<file path="src/rtl/frame_render_sequencer.sv">
// Per-frame sequencer: clears the display buffers, then issues one render start per
// object and counts completions until the frame's object count is reached.
module frame_render_sequencer #(
    parameter int MAX_NUM_OBJECTS_PER_FRAME = 1024,
    parameter int OBJ_COUNT_WIDTH           = $clog2(MAX_NUM_OBJECTS_PER_FRAME + 1)
) (
    input  logic                       clk,
    input  logic                       rstn,
    input  logic                       i_frame_start,
    input  logic [OBJ_COUNT_WIDTH-1:0] i_num_objects,
    output logic                       o_ready,
    output logic                       o_clear,
    input  logic                       i_display_ready,
    output logic                       o_render_start,
    input  logic                       i_render_ready,
    input  logic                       i_render_finished,
    output logic [OBJ_COUNT_WIDTH-1:0] o_objects_rendered,
    output logic                       o_frame_done,
    output logic                       o_overrun
);

    typedef enum logic [2:0] {
        IDLE,
        CLEAR_REQ,
        CLEAR_ACK,
        CLEAR_WAIT,
        RENDER_START,
        RENDER_WAIT,
        DONE
    } state_t;

    localparam logic [OBJ_COUNT_WIDTH-1:0] MAX_OBJ = OBJ_COUNT_WIDTH'(MAX_NUM_OBJECTS_PER_FRAME);
    localparam logic [OBJ_COUNT_WIDTH-1:0] ONE     = OBJ_COUNT_WIDTH'(1);

    state_t                     state;
    logic [OBJ_COUNT_WIDTH-1:0] num_obj;
    logic [OBJ_COUNT_WIDTH-1:0] capped_count;
    logic [OBJ_COUNT_WIDTH-1:0] next_count;

    assign capped_count = (i_num_objects > MAX_OBJ) ? MAX_OBJ : i_num_objects;
    assign next_count   = o_objects_rendered + ONE;

    // Pulse outputs default low each cycle and are set only on the transition that owns them.
    always_ff @(posedge clk) begin
        if (!rstn) begin
            state              <= IDLE;
            num_obj            <= '0;
            o_objects_rendered <= '0;
            o_ready            <= 1'b1;
            o_clear            <= 1'b0;
            o_render_start     <= 1'b0;
            o_frame_done       <= 1'b0;
            o_overrun          <= 1'b0;
        end else begin
            o_clear        <= 1'b0;
            o_render_start <= 1'b0;
            o_frame_done   <= 1'b0;

            if (i_frame_start && (state != IDLE)) begin
                o_overrun <= 1'b1;
            end

            case (state)
                IDLE: begin
                    if (i_frame_start) begin
                        num_obj            <= capped_count;
                        o_objects_rendered <= '0;
                        o_overrun          <= 1'b0;
                        o_ready            <= 1'b0;
                        o_clear            <= 1'b1;
                        state              <= CLEAR_REQ;
                    end
                end
                CLEAR_REQ: begin
                    state <= CLEAR_ACK;
                end
                // A ready that never dropped is stale and must not count as clear completion.
                CLEAR_ACK: begin
                    if (!i_display_ready) begin
                        state <= CLEAR_WAIT;
                    end
                end
                CLEAR_WAIT: begin
                    if (i_display_ready) begin
                        if (num_obj == '0) begin
                            o_frame_done <= 1'b1;
                            state        <= DONE;
                        end else begin
                            state <= RENDER_START;
                        end
                    end
                end
                RENDER_START: begin
                    if (i_render_ready) begin
                        o_render_start <= 1'b1;
                        state          <= RENDER_WAIT;
                    end
                end
                RENDER_WAIT: begin
                    if (i_render_finished) begin
                        o_objects_rendered <= next_count;
                        if (next_count == num_obj) begin
                            o_frame_done <= 1'b1;
                            state        <= DONE;
                        end else begin
                            state <= RENDER_START;
                        end
                    end
                end
                DONE: begin
                    o_ready <= 1'b1;
                    state   <= IDLE;
                end
                default: begin
                    o_ready <= 1'b1;
                    state   <= IDLE;
                end
            endcase
        end
    end

endmodule

</file>
<file path="config.mk">
export PLATFORM = sky130hd
export DESIGN_NAME = frame_render_sequencer
export DESIGN_NICKNAME = d
export VERILOG_FILES = /design/src/rtl/frame_render_sequencer.sv
export SDC_FILE = /design/constraint.sdc
export NUM_CORES = 1
export LEC_CHECK = 0
export BUFFER_PORTS_ARGS = -buffer_cell sky130_fd_sc_hd__buf_2
export CAP_MARGIN = 25
export CORE_ASPECT_RATIO = 2
export CORE_MARGIN = 2
export CORE_UTILIZATION = 55
export CTS_CLUSTER_SIZE = 20
export DETAILED_ROUTE_END_ITERATION = 7
export PLACE_DENSITY = 0.8
export SETUP_SLACK_MARGIN = 0.3
export SLEW_MARGIN = 30
export SYNTH_ARGS = -nofsm -noshare
export SYNTH_HDL_FRONTEND = slang
export SYNTH_SLANG_ARGS = --single-unit
</file>
<file path="constraint.sdc">
create_clock -name clk -period 3.9 [get_ports clk]
set_input_delay 0.39 -clock clk [delete_from_list [all_inputs] [get_ports clk]]
set_output_delay 0.39 -clock clk [all_outputs]
set_load 0.01 [all_outputs]
</file>
# [Word level (Yosys, flattened, before mapping)]
# Index checks and enable logic that the tools add are counted.
[word_totals] inputBits=17 regBits=30 elab_cells=58
[op_classes] n_mux=24 bitwise_logic=1 n_eq_ne=11 order_cmp=1 n_reduce_logical=12 add_sub_neg=1
[op_table] op="11-bit 2-to-1 mux" n=3
[op_table] op="11-bit one-hot mux with 2 select lines" n=1
[op_table] op="3-bit one-hot mux with 6 select lines" n=1
[op_table] op="3-bit 2-to-1 mux" n=5
[op_table] op="11-bit by 1-bit adder with 11-bit output (second input constant)" n=1
[op_table] op="11-bit == test" n=1
[op_table] op="11-bit > comparator (second input constant)" n=1
[op_table] op="11-bit logical NOT" n=1
[op_table] op="1-bit 2-to-1 mux" n=10
[op_table] op="2-bit inequality test (second input constant)" n=5
[op_table] op="2-bit AND reduction" n=4
[op_table] op="3-bit by 2-bit == test with 1-bit output (second input constant)" n=2
[op_table] op="3-bit == test (second input constant)" n=2
[op_table] op="5-bit AND reduction" n=1
[op_table] op="5-bit OR reduction" n=1
[op_table] op="2-bit 2-to-1 mux" n=2
[op_table] op="1-bit one-hot mux with 2 select lines" n=2
[op_table] op="3-bit by 1-bit == test with 1-bit output (second input constant)" n=1
[op_table] op="3-bit logical NOT" n=1
[op_table] op="3-bit AND reduction" n=1
[op_table] op="3-bit nonzero test" n=1
[op_table] op="2-bit nonzero test" n=1
[op_table] op="1-bit logical AND" n=1
[op_table] op="1-bit NOT" n=1

# [Longest topological paths before layout]
# Gate-level depths: netlist of run 1.
[logic_depth] word_depth=5 depth_mapped=9 ltp_nobuf=7

# [Worst setup path before layout of run 1]
# Ideal clock, no wire load.
[synth_path] path_kind="reg2reg" startpoint="register o_objects_rendered[0]" endpoint="register o_frame_done" path_stages_with_launch=8 setup_slack_ns=1.863 path_buffers=0 period_less_slack_ns=2.037 t_required_ns=3.835 arrival_ns=1.972 cell_sequence="dfxtp_1 ha_1 nand3_1 xnor2_1 or4_4 a2111oi_4 a41oi_1 nor2_1"
[synth_via] elab_chain_len=5
[synth_lines] element="start: declaration" line_no="17" text="output logic [OBJ_COUNT_WIDTH-1:0] o_objects_rendered,"
[synth_lines] element="start signal: assignment" line_no="101" text="o_objects_rendered <= next_count;"
[synth_lines] element="11-bit by 1-bit adder with 11-bit output" line_no="41" text="assign next_count = o_objects_rendered + ONE;"
[synth_lines] element="11-bit == test" line_no="102" text="if (next_count == num_obj) begin"
[synth_lines] element="1-bit 2-to-1 mux" line_no="102"
[synth_lines] element="1-bit 2-to-1 mux" line_no="100" text="if (i_render_finished) begin"
[synth_lines] element="1-bit one-hot mux with 2 select lines" line_no="63" text="case (state)"
[synth_lines] element="end signal: assignment" line_no="57" text="o_frame_done <= 1'b0;"
[synth_lines] element="end signal: assignment" line_no="86" text="o_frame_done <= 1'b1;"
[synth_lines] element="end signal: assignment" line_no="103" text="o_frame_done <= 1'b1;"
[synth_lines] element="end: declaration" line_no="18" text="output logic o_frame_done,"
# No other way between the ends.
# A chain may end at the register's enable or synchronous reset.

# [Worst setup path in the final report of run 1]
# Same ends and word-level chain as after synthesis.

==> results.yml, run 1 <==
run_status:
  status: "finished, final reports clean"
sta:
  fin_worst_skew_ns: 0.00850
  min_period_ns: 2.27
  tns_ns: 0
  worst-slew-pin-transition_ns: 0.687
  hold_viol_final: 0
  post-route-period-util: 0.583
  setup_viol: 0
  whs_ns: 0.334
  fmax_ghz: 0.440
  rsz0062_at_grt: "false"
  slew_violations: 0
  max_slew_margin: 0.540
  fin_ws_ns: 1.63
critical_path:
  cp-end-kind: "register"
  cp_max_fo: 8
  critPathKind: "register to register"
  arrival_ns: 2.48
  cp.required_ns: 4.11
  setup.worst_path.start_class: "register"
place:
  gp_congestion: 0.979
  post-dp-hpwl_mm: 3.03
  pre_cts_ws_ns: 1.64
  port_buffers: 32
global_route:
  grt_pass1_vias: 1581
  grt_pass1_wl_mm: 6.91
  grtUsageTotal: 0.259
  grt_max_degree: 23
  grt_overflow: 0
  grt_antenna_before_repair: 0
clock_tree:
  cts_tree: "done"
  clk_pin_slew_ns: 0.07
  clock_latency_ns: 0.28
  cts_hold_buf: 0
  htree_levels: 2
  post_cts_resized: 0
  cts-buffers-inserted: 5
  root_buffer: "clkbuf_8"
  clockBufferDepth: 2
  post-cts-setup-buffers: 0
  cts.sinks: 30
hold_path:
  min_path_type: "input port to register"
logic_synthesis:
  ys.flop_type: "dfxtp_1"
  syn_inst: 201
  synth-edff-count: 0
  avgSynthCellArea_um2: 8.48
  syn_area_um2: 1700
  async_flop_share: 0
  yosysUniqueCellTypes: 47
  syn-num-nets: 219
  seq_area_frac_synth: 0.352
  synth_seq_cells: 30
  synth_warnings: 0
power:
  total_power_mw: 0.991
  ir_drop_mv: 0.459
  power.density_nw_per_um2: 499
  p_leak_nw: 0.823
final_layout:
  nets: 245
  fillers: 263
  layout_common_cells: "32 x buf_2, 30 x dfxtp_1, 16 x nand3_1, 13 x o21ai_0"
  final_layout_size_suffix_gt1_frac: 0.211
  syn_to_final_growth_pct: 16.4
  final_common_cell: "buf_2"
  antenna_cells: 0
  fin_util: 0.674
job:
  maxCapViolCount: 0
floorplanning:
  die_x_um: 43.4
  die_area_um2: 3590
  pin_count: 33
  initial_core_util: 0.579
  placementRows: 28
  die_y_um: 82.7
  core_um2: 2940
routing:
  avgViaCountPerCell: 6.17
  ant_nets: 0
  num_vias: 1591
  drc: 0
  routed_wl_mm: 4.12
  first_pass_iters: 4
  drtIter0Drc: 68
  drt-wirelength-per-cell_um: 16.0
-- metal layers --
metal,GRT usage,up-vias,routed length (um)
met2,0.449,48,2230
met1,0.270,739,1540
met4,0.200,0,184
li1,-,786,-
met5,0,-,0
met3,0.0391,18,164
-- worst paths after layout --
path	from	to	slack (ns)	cells past startpoint
max reg2reg	o_objects_rendered[0]$_SDFFE_PN0P_	o_frame_done$_SDFF_PN0_	1.63	7
max	o_objects_rendered[0]$_SDFFE_PN0P_	o_frame_done$_SDFF_PN0_	1.63	7
min	i_num_objects[2]	num_obj[2]$_SDFFE_PN0P_	0.33	2
min reg2reg	register	register	0.46	1
-- through the flow --
stage | instances | cell area [um^2]
floorplan | 201 | 1700
global route | 258 | 1980
global placement | 250 | 1840
detailed placement | 250 | 1840
finish | 258 | 1980
CTS | 258 | 1980
-- cell type report --
type	count	area, um^2	share of cell area
multi-input cells	156	1030	0.522
flip-flops and latches	30	601	0.303
repair buffers	32	160	0.0808
clock buffers	6	82.6	0.0416
clock inverters	2	60.1	0.0303
well taps	30	37.5	0.0189
inverters	2	7.51	0.00379
-- logic make-up after synthesis --
family / Yosys count / share of synthesized area
AOI/OAI and AO/OA: 54 / 0.225
xor gates and xnor gates: 18 / 0.0925
adders and majority gates: 1 / 0.00734
buffers and inverters: 15 / 0.0404
DFF: 30 / 0.352
muxes: 3 / 0.0184
and+or+nand+nor: 80 / 0.264
-- flip-flops by register name, summed over array words and instances, names as in the netlist, named ones only --
name                cells
o_frame_done            1
num_obj                11
o_ready                 1
o_clear                 1
o_render_start          1
o_objects_rendered     11
state                   3
-- synth_stat cells, drive strengths merged (5+ instances only) --
cell type  count  area, um^2
nor3           5        25.0
nor2b          5        31.3
a21oi          9        45.0
xnor2         12         105
xor2           6        52.6
nand2         13        51.3
o21ai         14        70.1
dfxtp         30         601
clkbuf        10        38.8
and2           8        50.1
a22o           9        78.8
nand3         16        80.1
nor2           9        33.8
a21boi         6        48.8
-- power breakdown --
group | internal, mW | total (mW) | switching [mW]
Sequential | 0.335 | 0.386 | 0.0507
Clock | 0.273 | 0.395 | 0.122
Combinational | 0.0955 | 0.210 | 0.114
Total | 0.703 | 0.991 | 0.287
-- critical path, stage by stage, from the launching register on --
cell and delay, ns:
dfxtp_1 0.48, ha_1 0.32, nand3_1 0.16, xnor2_1 0.16
or4_4 0.43, a2111oi_4 0.35, a41oi_1 0.18, nor2_1 0.13
No activity file was read; power rests on OpenSTA's default activity.
==> run 2, diff against run 1 <==
--- a/config.mk
+++ b/config.mk
@@ -9,10 +9,10 @@
 export CAP_MARGIN = 25
 export CORE_ASPECT_RATIO = 2
 export CORE_MARGIN = 2
-export CORE_UTILIZATION = 55
+export CORE_UTILIZATION = 54
 export CTS_CLUSTER_SIZE = 20
 export DETAILED_ROUTE_END_ITERATION = 7
-export PLACE_DENSITY = 0.8
+export PLACE_DENSITY = 0.79
 export SETUP_SLACK_MARGIN = 0.3
 export SLEW_MARGIN = 30
 export SYNTH_ARGS = -nofsm -noshare
==> constraint.sdc (replaced) <==
create_clock -name clk -period 2.35 [get_ports clk]
set_input_delay 0.235 -clock clk [delete_from_list [all_inputs] [get_ports clk]]
set_output_delay 0.235 -clock clk [all_outputs]
set_load 0.01 [all_outputs]
==> run 2 against run 1 <==
Against the previous run: non-clock buffer count up 5; sequential power up 59%; cell count up 1.9%; global-route usage up 0.098 points; sequential cell count unchanged; core utilization up 0.51 points; largest power group is now registers; critical path depth unchanged; first-iteration DRC count down 38%; sequential share of layout area up 0.10 points; combinational power up 99%; wire length up 9.2%.
==> results.yml, run 2 (synthesis gave the netlist of run 1 again) <==
run_status:
  status: "finished, final reports clean"
clock_tree:
  cts_hold_buf: 0
  htree_levels: 2
  cts-buffers-inserted: 5
  clock_latency_ns: 0.28
  cts.sinks: 30
  post-cts-setup-buffers: 0
  root_buffer: "clkbuf_8"
  clk_pin_slew_ns: 0.07
  clockBufferDepth: 2
  cts_tree: "done"
final_layout:
  final_layout_size_suffix_gt1_frac: 0.288
  fillers: 254
  top_regs: "num_obj x11, o_objects_rendered x11, state x3"
  layout_common_cells: "32 x buf_2, 21 x dfxtp_1, 15 x nand3_1, 13 x o21ai_0, 12 x xnor2_1"
  syn_to_final_growth_pct: 18.6
  final_common_cell: "buf_2"
  nets: 250
  antenna_cells: 0
sta:
  max_slew_margin: 0.520
  whs_ns: 0.178
  min_period_ns: 1.92
  tns_ns: 0
  fmax_ghz: 0.520
  hold_viol_final: 0
  worst-slew-pin-transition_ns: 0.718
  rsz0062_at_grt: "false"
  post-route-period-util: 0.819
  slew_violations: 0
  setup_viol: 0
  fin_worst_skew_ns: 0.00310
place:
  post-dp-hpwl_mm: 3.24
  port_buffers: 32
  gp_congestion: 0.946
power:
  power.density_nw_per_um2: 763
  p_leak_nw: 0.841
  ir_drop_mv: 0.638
  total_power_mw: 1.54
routing:
  drc: 0
  drt-wirelength-per-cell_um: 17.1
  first_pass_iters: 4
  ant_nets: 0
  routed_wl_mm: 4.50
  num_vias: 1641
  avgViaCountPerCell: 6.24
  drtIter0Drc: 42
floorplanning:
  die_x_um: 43.7
  die_area_um2: 3650
  placementRows: 28
  core_um2: 2980
  die_y_um: 83.4
  initial_core_util: 0.572
  pin_count: 33
critical_path:
  max_stage_delay_ns: 0.38
  cp-end-kind: "register"
  setup.worst_path.start_class: "register"
  cp_cell_sequence: "ha_2, and4_1, nand2_1, xnor2_1, a2111oi_4, a31oi_1, o21ai_1"
  cp_slowest_cell: "dfxtp_2"
  critPathKind: "register to register"
  arrival_ns: 2.14
  cp.required_ns: 2.57
  cp_max_fo: 7
global_route:
  grt_overflow: 0
  grtUsageTotal: 0.260
  grt_pass1_vias: 1575
  grt_max_degree: 23
  grt_pass1_wl_mm: 7.09
  grt_antenna_before_repair: 0
hold_path:
  min_path_type: "input port to register"
job:
  maxCapViolCount: 0
[run 2: through the flow]
step / utilization / cell area [um^2] / instances / worst slack [ns]
6_report: 0.679 / 2020 / 263 / 0.426
5_1_grt: 0.679 / 2020 / 263 / 0.287
4_1_cts: 0.669 / 1990 / 263 / 0.321
3_5_place_dp: 0.631 / 1880 / 255 / 0.278
3_3_place_gp: 0.631 / 1880 / 255 / 0.346
2_1_floorplan: - / 1700 / 201 / 0.313
[run 2: layout make-up]
class | instances | area [um^2] | area share
Clock buffer | 5 | 68.8 | 0.0340
Clock inverter | 3 | 40.0 | 0.0198
Inverter | 2 | 7.51 | 0.00371
Multi-Input combinational cell | 156 | 1060 | 0.522
Sequential cell | 30 | 614 | 0.304
Tap cell | 30 | 37.5 | 0.0186
Timing Repair Buffer | 37 | 198 | 0.0978
[run 2: path summary, 6_finish.rpt]
kind	depth (start not counted)	from	slack (ns)	to
worst max-delay path	7	o_objects_rendered[1]$_SDFFE_PN0P_	0.43	state[1]$_SDFFE_PN0P_
worst min-delay path	2	i_num_objects[4]	0.18	num_obj[4]$_SDFFE_PN0P_
worst max register to register	7	o_objects_rendered[1]$_SDFFE_PN0P_	0.43	state[1]$_SDFFE_PN0P_
worst min register to register	1	register	0.46	register
[run 2: routing by layer]
metal  share of wire  GRT usage  vias up
met5               0          0        -
met4           0.056      0.165        0
met3           0.031     0.0457       24
met2            0.55      0.456       47
met1            0.36      0.262      776
li1                -          -      794
[run 2: worst max-delay path: cells and delay by family (launching register included)]
family          cells  cell delay, ns
compound gates      3            0.59
simple gates        2            0.44
flops               1            0.38
fa+ha+maj           1            0.25
xor+xnor            1            0.19
[run 2: where the power goes]
group / internal (mW) / leakage [nW] / switching [mW] / total [mW]
logic: 0.186 / 0.534 / 0.231 / 0.417
clock network: 0.312 / 0.0579 / 0.201 / 0.512
registers: 0.556 / 0.249 / 0.0581 / 0.614
[run 2: timing repair]
action                                  CTS  global route
pin swaps                                 0             2
endpoints found under the setup margin    2             4
resized for setup                         3            13
==> run 3, diff against run 2 <==
==> constraint.sdc (replaced) <==
create_clock -name clk -period 1.9 [get_ports clk]
set_input_delay 0.19 -clock clk [delete_from_list [all_inputs] [get_ports clk]]
set_output_delay 0.19 -clock clk [all_outputs]
set_load 0.01 [all_outputs]
==> run 3 against run 2 <==
Against the previous run: the run now ends with negative setup slack left; clock-buffer cell count rose by 1; setup slack lost 0.45 ns; core utilization grew 6.4 points; wire length is 20% higher; critical path depth is 1 lower; combinational power up 65%; critical path type unchanged; critical endpoint unchanged; largest cell class unchanged; highest routed layer unchanged.
==> results.yml, run 3 (synthesis gave the netlist of run 1 again) <==
run_status:
  status: "finished, violations left"
  violations: "negative setup slack"
critical_path:
  r2r_end: "state[1]$_SDFFE_PN0P_"
  cp_slowest_cell: "or4_4"
  max_stage_delay_ns: 0.52
  cp-end-kind: "register"
  r2r-start: "o_objects_rendered[0]$_SDFFE_PN0P_"
  crit_buf_inv: 0
  critPathTopFamily: "compound AO/OA/AOI/OAI gates"
  arrival_ns: 2.14
  rr_worst_depth: 6
  cp_max_fo: 5
  cp.required_ns: 2.12
  setup.worst_path.start_class: "register"
  cp_cell_sequence: "ha_4, xor2_1, or4_4, a2111oi_4, a31oi_1, o21ai_1"
  rrSetupSlack_ns: -0.02
  critPathKind: "register to register"
clock_tree:
  clk_pin_slew_ns: 0.07
  cts-buffers-inserted: 5
  root_buffer: "clkbuf_8"
  clock_latency_ns: 0.29
  clockBufferDepth: 2
  cts_hold_buf: 0
  cts.sinks: 30
  cts_tree: "done"
  htree_levels: 2
final_layout:
  syn_to_final_growth_pct: 29.9
  antenna_cells: 0
  layout_common_cells: "32 x buf_2, 20 x dfxtp_1, 17 x buf_4, 13 x nand3_1"
  final_common_cell: "buf_2"
  finalNonFillerCells: 279
  fin_util: 0.743
  top_regs: "num_obj x11, o_objects_rendered x11, state x3"
  final_layout_size_suffix_gt1_frac: 0.369
  nets: 266
power:
  ir_drop_mv: 0.755
  p_sw_mw: 0.699
  switching_share: 0.349
  power.density_nw_per_um2: 905
  p_comb_frac: 0.343
  p_leak_nw: 0.916
  total_power_mw: 2.00
  clock_power_share: 0.276
  power_frac_seq: 0.381
  internal_power_mw: 1.30
sta:
  min_period_ns: 1.92
  rsz0062_at_grt: "true"
  hold_viol_final: 0
  worst-slew-pin-transition_ns: 0.413
  post-route-period-util: 1.01
  whs_ns: 0.123
  fin_ws_ns: -0.0217
  tns_ns: -0.0217
  slew_violations: 0
  fin_worst_skew_ns: 0.00302
  setup_viol: 1
  fmax_ghz: 0.520
  max_slew_margin: 0.722
global_route:
  grt_max_degree: 23
  grt_pass1_vias: 1781
  grtUsageTotal: 0.298
  grt_pass1_wl_mm: 8.21
  grt_overflow: 0
  grt_antenna_before_repair: 0
floorplanning:
  placementRows: 28
  initial_core_util: 0.572
  die_y_um: 83.4
  die_area_um2: 3650
  pin_count: 33
  core_um2: 2980
  die_x_um: 43.7
routing:
  num_vias: 1795
  drc: 0
  avgViaCountPerCell: 6.43
  ant_nets: 0
  drt-wirelength-per-cell_um: 19.3
  drtIter0Drc: 48
  first_pass_iters: 4
  routed_wl_mm: 5.39
hold_path:
  hold_end: "num_obj[7]$_SDFFE_PN0P_"
  min_path_type: "input port to register"
  hold_path_depth: 2
  min_from: "i_num_objects[7]"
place:
  port_buffers: 32
  post-dp-hpwl_mm: 3.63
  gp_congestion: 1.06
  place_inst: 262
job:
  maxCapViolCount: 0
-- run 3: worst max path at each step --
stage,start,end,cells past startpoint
2_1_floorplan,o_objects_rendered[0]$_SDFFE_PN0P_,o_frame_done$_SDFF_PN0_,6
3_3_place_gp,o_objects_rendered[2]$_SDFFE_PN0P_,o_frame_done$_SDFF_PN0_,6
3_5_place_dp,o_objects_rendered[2]$_SDFFE_PN0P_,o_frame_done$_SDFF_PN0_,6
4_1_cts,o_objects_rendered[0]$_SDFFE_PN0P_,o_frame_done$_SDFF_PN0_,6
5_1_grt,o_objects_rendered[0]$_SDFFE_PN0P_,state[1]$_SDFFE_PN0P_,6
6_report,o_objects_rendered[0]$_SDFFE_PN0P_,state[1]$_SDFFE_PN0P_,6
-- run 3: area by class of cell --
class,count,area [um^2]
Tap cell,30,37.5
Clock inverter,2,12.5
Timing Repair Buffer,51,310
Multi-Input combinational cell,158,1140
Sequential cell,30,623
Inverter,2,7.51
Fill cell,224,764
Clock buffer,6,82.6
-- run 3: repair_timing --
| item | 4_1_cts | 5_1_grt |
|---|---|---|
| resized for setup | 13 | 17 |
| cloned | 1 | 1 |
| endpoints found under the hold margin | 0 | 0 |
| setup endpoints to repair | 16 | 17 |
| pin swaps | 0 | 5 |
| buffers inserted | 1 | 6 |
-- run 3: per-stage QoR --
step           worst slack, ns  cell area [um^2]
2_1_floorplan            0.145              1790
3_3_place_gp            0.0487              1960
3_5_place_dp            0.0309              1960
4_1_cts                 0.0760              2110
5_1_grt                -0.0836              2210
6_report               -0.0217              2210
-- run 3: layer usage --
metal | vias to the layer above | global-route usage | share of wire
met2 | 69 | 0.516 | 0.57
met1 | 869 | 0.305 | 0.34
li1 | 832 | - | -
met3 | 25 | 0.0522 | 0.037
met4 | 0 | 0.196 | 0.046
met5 | - | 0 | 0
-- run 3: power groups by stage --
stage	Sequential (mW)	Combinational, mW	Clock, mW
finish	0.763	0.687	0.554
detailed placement	0.761	0.541	0
global placement	0.761	0.524	0
CTS	0.748	0.569	0.549
global route	0.768	0.740	0.575
floorplan	0.737	0.419	0
